`src/rtl/imem_fetch_ctrl.sv`:
```
// Instruction-fetch sequencer and memory-port arbiter (fetch vs. program loader).
// Define IMEM_FETCH_PERF_EN to add the Fetch_Count / Flush_Count performance counters.
module imem_fetch_ctrl #(
    parameter int                ADDR_W    = 16,
    parameter int                DATA_W    = 16,
    parameter int                MEM_DEPTH = 64,
    parameter logic [ADDR_W-1:0] RESET_PC  = '0
) (
    input  logic              Clk,
    input  logic              Reset_n,
    input  logic              Run,
    input  logic              Redirect,
    input  logic [ADDR_W-1:0] Redirect_PC,
    output logic [DATA_W-1:0] Instr,
    output logic [ADDR_W-1:0] Instr_PC,
    output logic              Instr_Valid,
    input  logic              Instr_Ready,
    input  logic              Ld_Req,
    input  logic [ADDR_W-1:0] Ld_Addr,
    input  logic [DATA_W-1:0] Ld_Data,
    output logic              Ld_Ack,
    output logic [ADDR_W-1:0] Mem_Addr,
    output logic              Mem_Read,
    output logic              Mem_Write,
    output logic [DATA_W-1:0] Mem_Data_In,
    input  logic [DATA_W-1:0] Mem_Data_Out,
    output logic              Halted,
    output logic              Fault
`ifdef IMEM_FETCH_PERF_EN
    ,
    output logic [31:0]       Fetch_Count,
    output logic [15:0]       Flush_Count
`endif
);

    typedef enum logic [1:0] {S_IDLE, S_FETCH, S_LOAD, S_HALT} state_t;

    localparam logic [ADDR_W:0] DEPTH = (ADDR_W+1)'(MEM_DEPTH);

    state_t              state, state_nxt;
    logic [ADDR_W-1:0]   pc, pc_nxt;
    logic [DATA_W-1:0]   instr_nxt;
    logic [ADDR_W-1:0]   instr_pc_nxt;
    logic                valid_nxt, fault_nxt, ack_nxt;
    logic                pc_ok, ld_ok;

    assign pc_ok  = {1'b0, pc} < DEPTH;
    assign ld_ok  = {1'b0, Ld_Addr} < DEPTH;
    assign Halted = (state == S_HALT);

    always_ff @(posedge Clk or negedge Reset_n) begin
        if (!Reset_n) begin
            state       <= S_IDLE;
            pc          <= RESET_PC;
            Instr       <= '0;
            Instr_PC    <= '0;
            Instr_Valid <= 1'b0;
            Ld_Ack      <= 1'b0;
            Fault       <= 1'b0;
        end else begin
            state       <= state_nxt;
            pc          <= pc_nxt;
            Instr       <= instr_nxt;
            Instr_PC    <= instr_pc_nxt;
            Instr_Valid <= valid_nxt;
            Ld_Ack      <= ack_nxt;
            Fault       <= fault_nxt;
        end
    end

    always_comb begin
        state_nxt    = state;
        pc_nxt       = pc;
        instr_nxt    = Instr;
        instr_pc_nxt = Instr_PC;
        valid_nxt    = Instr_Valid;
        fault_nxt    = Fault;
        ack_nxt      = 1'b0;
        Mem_Addr     = pc;
        Mem_Read     = 1'b0;
        Mem_Write    = 1'b0;
        Mem_Data_In  = '0;

        // A consumed instruction retires unless a new issue overwrites it below.
        if (Instr_Valid && Instr_Ready)
            valid_nxt = 1'b0;

        case (state)
            S_IDLE: begin
                if (Ld_Req)   state_nxt = S_LOAD;
                else if (Run) state_nxt = S_FETCH;
            end
            S_FETCH: begin
                if (Redirect) begin
                    pc_nxt    = Redirect_PC;
                    valid_nxt = 1'b0;
                end else if ((!Instr_Valid || Instr_Ready) && Run) begin
                    if (pc_ok) begin
                        Mem_Read     = 1'b1;
                        instr_nxt    = Mem_Data_Out;
                        instr_pc_nxt = pc;
                        valid_nxt    = 1'b1;
                        pc_nxt       = pc + ADDR_W'(1);
                    end else begin
                        valid_nxt = 1'b0;
                        fault_nxt = 1'b1;
                        state_nxt = S_HALT;
                    end
                end else if (!Run && !Instr_Valid) begin
                    state_nxt = S_IDLE;
                end
            end
            S_LOAD: begin
                if (Ld_Req) begin
                    Mem_Addr    = Ld_Addr;
                    Mem_Data_In = Ld_Data;
                    Mem_Write   = ld_ok;
                    ack_nxt     = 1'b1;
                end else begin
                    state_nxt = S_IDLE;
                end
            end
            S_HALT: begin
                if (Ld_Req) begin
                    state_nxt = S_LOAD;
                end else if (!Run) begin
                    state_nxt = S_IDLE;
                    pc_nxt    = RESET_PC;
                end
            end
            default: state_nxt = S_IDLE;
        endcase
    end

`ifdef IMEM_FETCH_PERF_EN
    logic flush;
    assign flush = (state == S_FETCH) && Redirect && Instr_Valid;

    always_ff @(posedge Clk or negedge Reset_n) begin
        if (!Reset_n) begin
            Fetch_Count <= '0;
            Flush_Count <= '0;
        end else begin
            if (Mem_Read && (Fetch_Count != '1))
                Fetch_Count <= Fetch_Count + 32'd1;
            if (flush && (Flush_Count != '1))
                Flush_Count <= Flush_Count + 16'd1;
        end
    end
`endif

endmodule

```
`config.mk`:
```
export PLATFORM = sky130hd
export DESIGN_NAME = imem_fetch_ctrl
export DESIGN_NICKNAME = d
export VERILOG_FILES = /design/src/rtl/imem_fetch_ctrl.sv
export SDC_FILE = /design/constraint.sdc
export NUM_CORES = 1
export LEC_CHECK = 0
export CAP_MARGIN = 20
export CELL_PAD_IN_SITES_DETAIL_PLACEMENT = 2
export CELL_PAD_IN_SITES_GLOBAL_PLACEMENT = 2
export CORE_MARGIN = 1.5
export CORE_UTILIZATION = 23
export DETAILED_ROUTE_END_ITERATION = 10
export PLACE_DENSITY = 0.9
export SLEW_MARGIN = 20
export SYNTH_ARGS = -nofsm -noshare
export SYNTH_HDL_FRONTEND = slang
export SYNTH_SLANG_ARGS = --single-unit
```
`constraint.sdc`:
```
create_clock -name Clk -period 2.65 [get_ports Clk]
set_input_delay 0.53 -clock Clk [delete_from_list [all_inputs] [get_ports Clk]]
set_output_delay 0.53 -clock Clk [all_outputs]
set_load 0.05 [all_outputs]
```
==> summary.txt <==
Logic synthesis
  – Synth Register Bits: 53
  – Top post-synthesis cells by count: dfrtp_1 (53), nand2_1 (22), mux2_2 (21)
  – Yosys warning count: 0
  – Avg Synthesized Cell Area: 11.1 um^2
  – Share of the synthesized area in the top cell type: 0.506
  – Synth Cell Area: 2620 um^2
  – Cell taking the most area after synthesis: dfrtp_1
  – Asr flop ratio synth: 1.00
  – Area contributors post-synth: dfrtp_1 (51%), mux2_2 (9.0%), mux2_1 (7.7%)
  – Ys flop type: dfrtp_1
  – Synth Instances: 236
  – EDFF count, synth: 0
  – Distinct cell type count after synthesis: 38
  – Syn Nets: 307
  – Sequential area share after synthesis: 0.506
  – Count leader, synth: dfrtp_1

CTS
  – CTS H-tree depth: 2
  – Resize count post-CTS: 0
  – CTS Buf Count: 5
  – CTS tree: done
  – Root Driver: clkbuf_16
  – CTS Hold Bufs: 0
  – Clk slew on worst S/H paths: 0.08 ns
  – CTS max path bufs: 2
  – Post-CTS Setup Bufs: 0
  – TritonCTS sink count: 53
  – Worst skew pair latency: 0.30 ns

Floorplanning
  – Row cnt: 38
  – DIE HEIGHT: 110 um
  – CORE AREA: 11000 um^2
  – Initial core utilization: 0.238
  – Die area: 12000 um^2
  – Die Wd: 110 um
  – I/O Pins: 140

Power and ir drop
  – Sw power: 1.85 mW
  – Pleak: 2.04 nW
  – Power per Cell Area: 883 nW/um^2
  – Peak supply drop: 0.000437 V
  – Clock power frac: 0.169
  – Seq pwr share: 0.312
  – Tot Pwr: 4.06 mW
  – Logic pwr share: 0.520
  – Sw Share: 0.456
  – Power Internal: 2.21 mW

Cells and area
  – Antenna cells: 0
  – P&R area growth vs syn: 75.4%
  – Net total in the final layout: 459
  – Layout cells sized above 1: 0.226
  – Final Cell Area: 4590 um^2
  – Fillers: 1155

Timing
  – Setup-failing EPs final: 0
  – Fin Setup TNS: 0 ns
  – Pins Over Slew Limit: 0
  – Max_slew headroom: 0.648
  – Final Cycle Share: 0.945
  – Clk_skew: 0.00842 ns
  – RSZ-0062 raised after global routing: no
  – Pin slew with the least headroom to its limit: 0.527 ns
  – Final min period: 2.50 ns
  – Max Fclk: 0.399 GHz
  – Fin. Hold Viols: 0

Placement
  – Placed cell areas: 4420 um^2
  – PortBufs: 139
  – Final Wtd Congestion: 0.733
  – Hpwl dp: 7470 um

Drt
  – Vias per std cell: 4.78
  – Detailed-router iteration count before antenna repair: 4
  – Vias: 2531
  – Final Routed Wirelength: 9610 um
  – Per-cell routed wire length: 18.2 um
  – Remaining antenna violation count: 0
  – Initial DRC count: 48
  – DRC errors left: 0

Setup path
  – Setup crit end kind: output pin
  – Critical setup path kind: primary input to output pin
  – Req. time, crit path: 2.12 ns
  – CP arrival: 1.97 ns
  – Worst setup SP type: primary input
  – Crit path max fanout: 2

Outcome
  – Status: completed

Global route
  – Initial antenna violation count: 0
  – Global-route wire length before repair: 15300 um
  – Total GRT Usage: 0.166
  – Vias in the first global route: 2819
  – Pin count of the biggest net entering global routing: 54
  – Gr ovfl total: 0

Min path
  – Hold WC Path Type: primary input to async pin

Flow run
  – Max Cap Violations: 0
## cells by family after synthesis
kind of cell    after synthesis  synth area share
simple gates                 91             0.193
fa+ha+maj                     1           0.00478
flops                        53             0.506
mux                          40             0.172
compound gates               39            0.0999
buf+inv                      12            0.0244
## metal layers
layer | part of all wire | global-route usage | vias to the layer above
li1 | - | - | 1168
met1 | 0.40 | 0.194 | 1292
met2 | 0.55 | 0.315 | 65
met3 | 0.046 | 0.0379 | 6
met4 | 0.0047 | 0.0195 | 0
met5 | 0 | 0 | -
## metrics by stage
| stage | worst slack, ns | utilization | instances | hold slack (ns) |
|---|---|---|---|---|
| 5_1_grt | 0.0924 | 0.418 | 529 | 0.229 |
| 2_1_floorplan | 0.219 | - | 236 | 0.234 |
| 4_1_cts | 0.0747 | 0.416 | 526 | 0.234 |
| 3_5_place_dp | 0.146 | 0.403 | 518 | 0.462 |
| 6_report | 0.147 | 0.418 | 529 | 0.209 |
| 3_3_place_gp | 0.153 | 0.403 | 518 | 0.468 |
## worst max-delay path, stage by stage
cell and delay, ns:
clkdlybuf4s50_1 0.41, or4_1 0.57, nor4_4 0.28, buf_12 0.17
## power by group through the flow
stage               clock network, mW  registers, mW  logic, mW
floorplan                           0           1.76      0.786
global placement                    0           1.26       2.07
detailed placement                  0           1.28       2.12
CTS                             0.713           1.27       2.14
global route                    0.741           1.31       2.22
finish                          0.685           1.26       2.11
## path summary, 6_finish.rpt
check,from,end,slack [ns],cells past startpoint
setup / recovery,Ld_Addr[14],Mem_Write,0.15,4
hold / removal,Reset_n,Instr_Valid,0.21,2
setup reg to reg,pc[12],pc[2],0.58,5
hold reg to reg,Fault,Fault,0.48,1
max in group asynchronous,Reset_n,Instr_PC[6],2.16,2
min in group Clk,Fault,Fault,0.48,1
## layout by cell type, fill, tap and decap left out, drive strengths merged, types with 2 or more instances in the layout
master / synthesis / routed
and3: 18 / 18
o31a: 2 / 2
a21oi: 11 / 11
nand2b: 3 / 3
mux2: 39 / 39
clkbuf: 5 / 5
nor3: 4 / 4
nor2: 8 / 8
o31ai: 2 / 2
dfrtp: 53 / 53
clkdlybuf4s50: 0 / 104
nor4: 7 / 7
or2: 2 / 2
o21ai: 11 / 11
a22o: 3 / 3
a211o: 2 / 2
nand4: 2 / 2
and2: 3 / 3
nand3: 4 / 4
buf: 7 / 53
a32o: 2 / 2
or4: 2 / 2
nand2: 22 / 22
nor2b: 13 / 13
## sequential cells by signal (all words and copies together), names as in the netlist
name	flops
state	2
Ld_Ack	1
Fault	1
Instr	16
Instr_Valid	1
pc	16
Instr_PC	16
## final cells by class
class                           count  area [um^2]  area share
Clock buffer                        5          125      0.0272
Sequential cell                    53         1330       0.289
Clock inverter                      3         25.0     0.00545
Multi-Input combinational cell    171         1240       0.271
Tap cell                          140          175      0.0381
Timing Repair Buffer              157         1700       0.370
No activity file was read; power rests on OpenSTA's default activity.
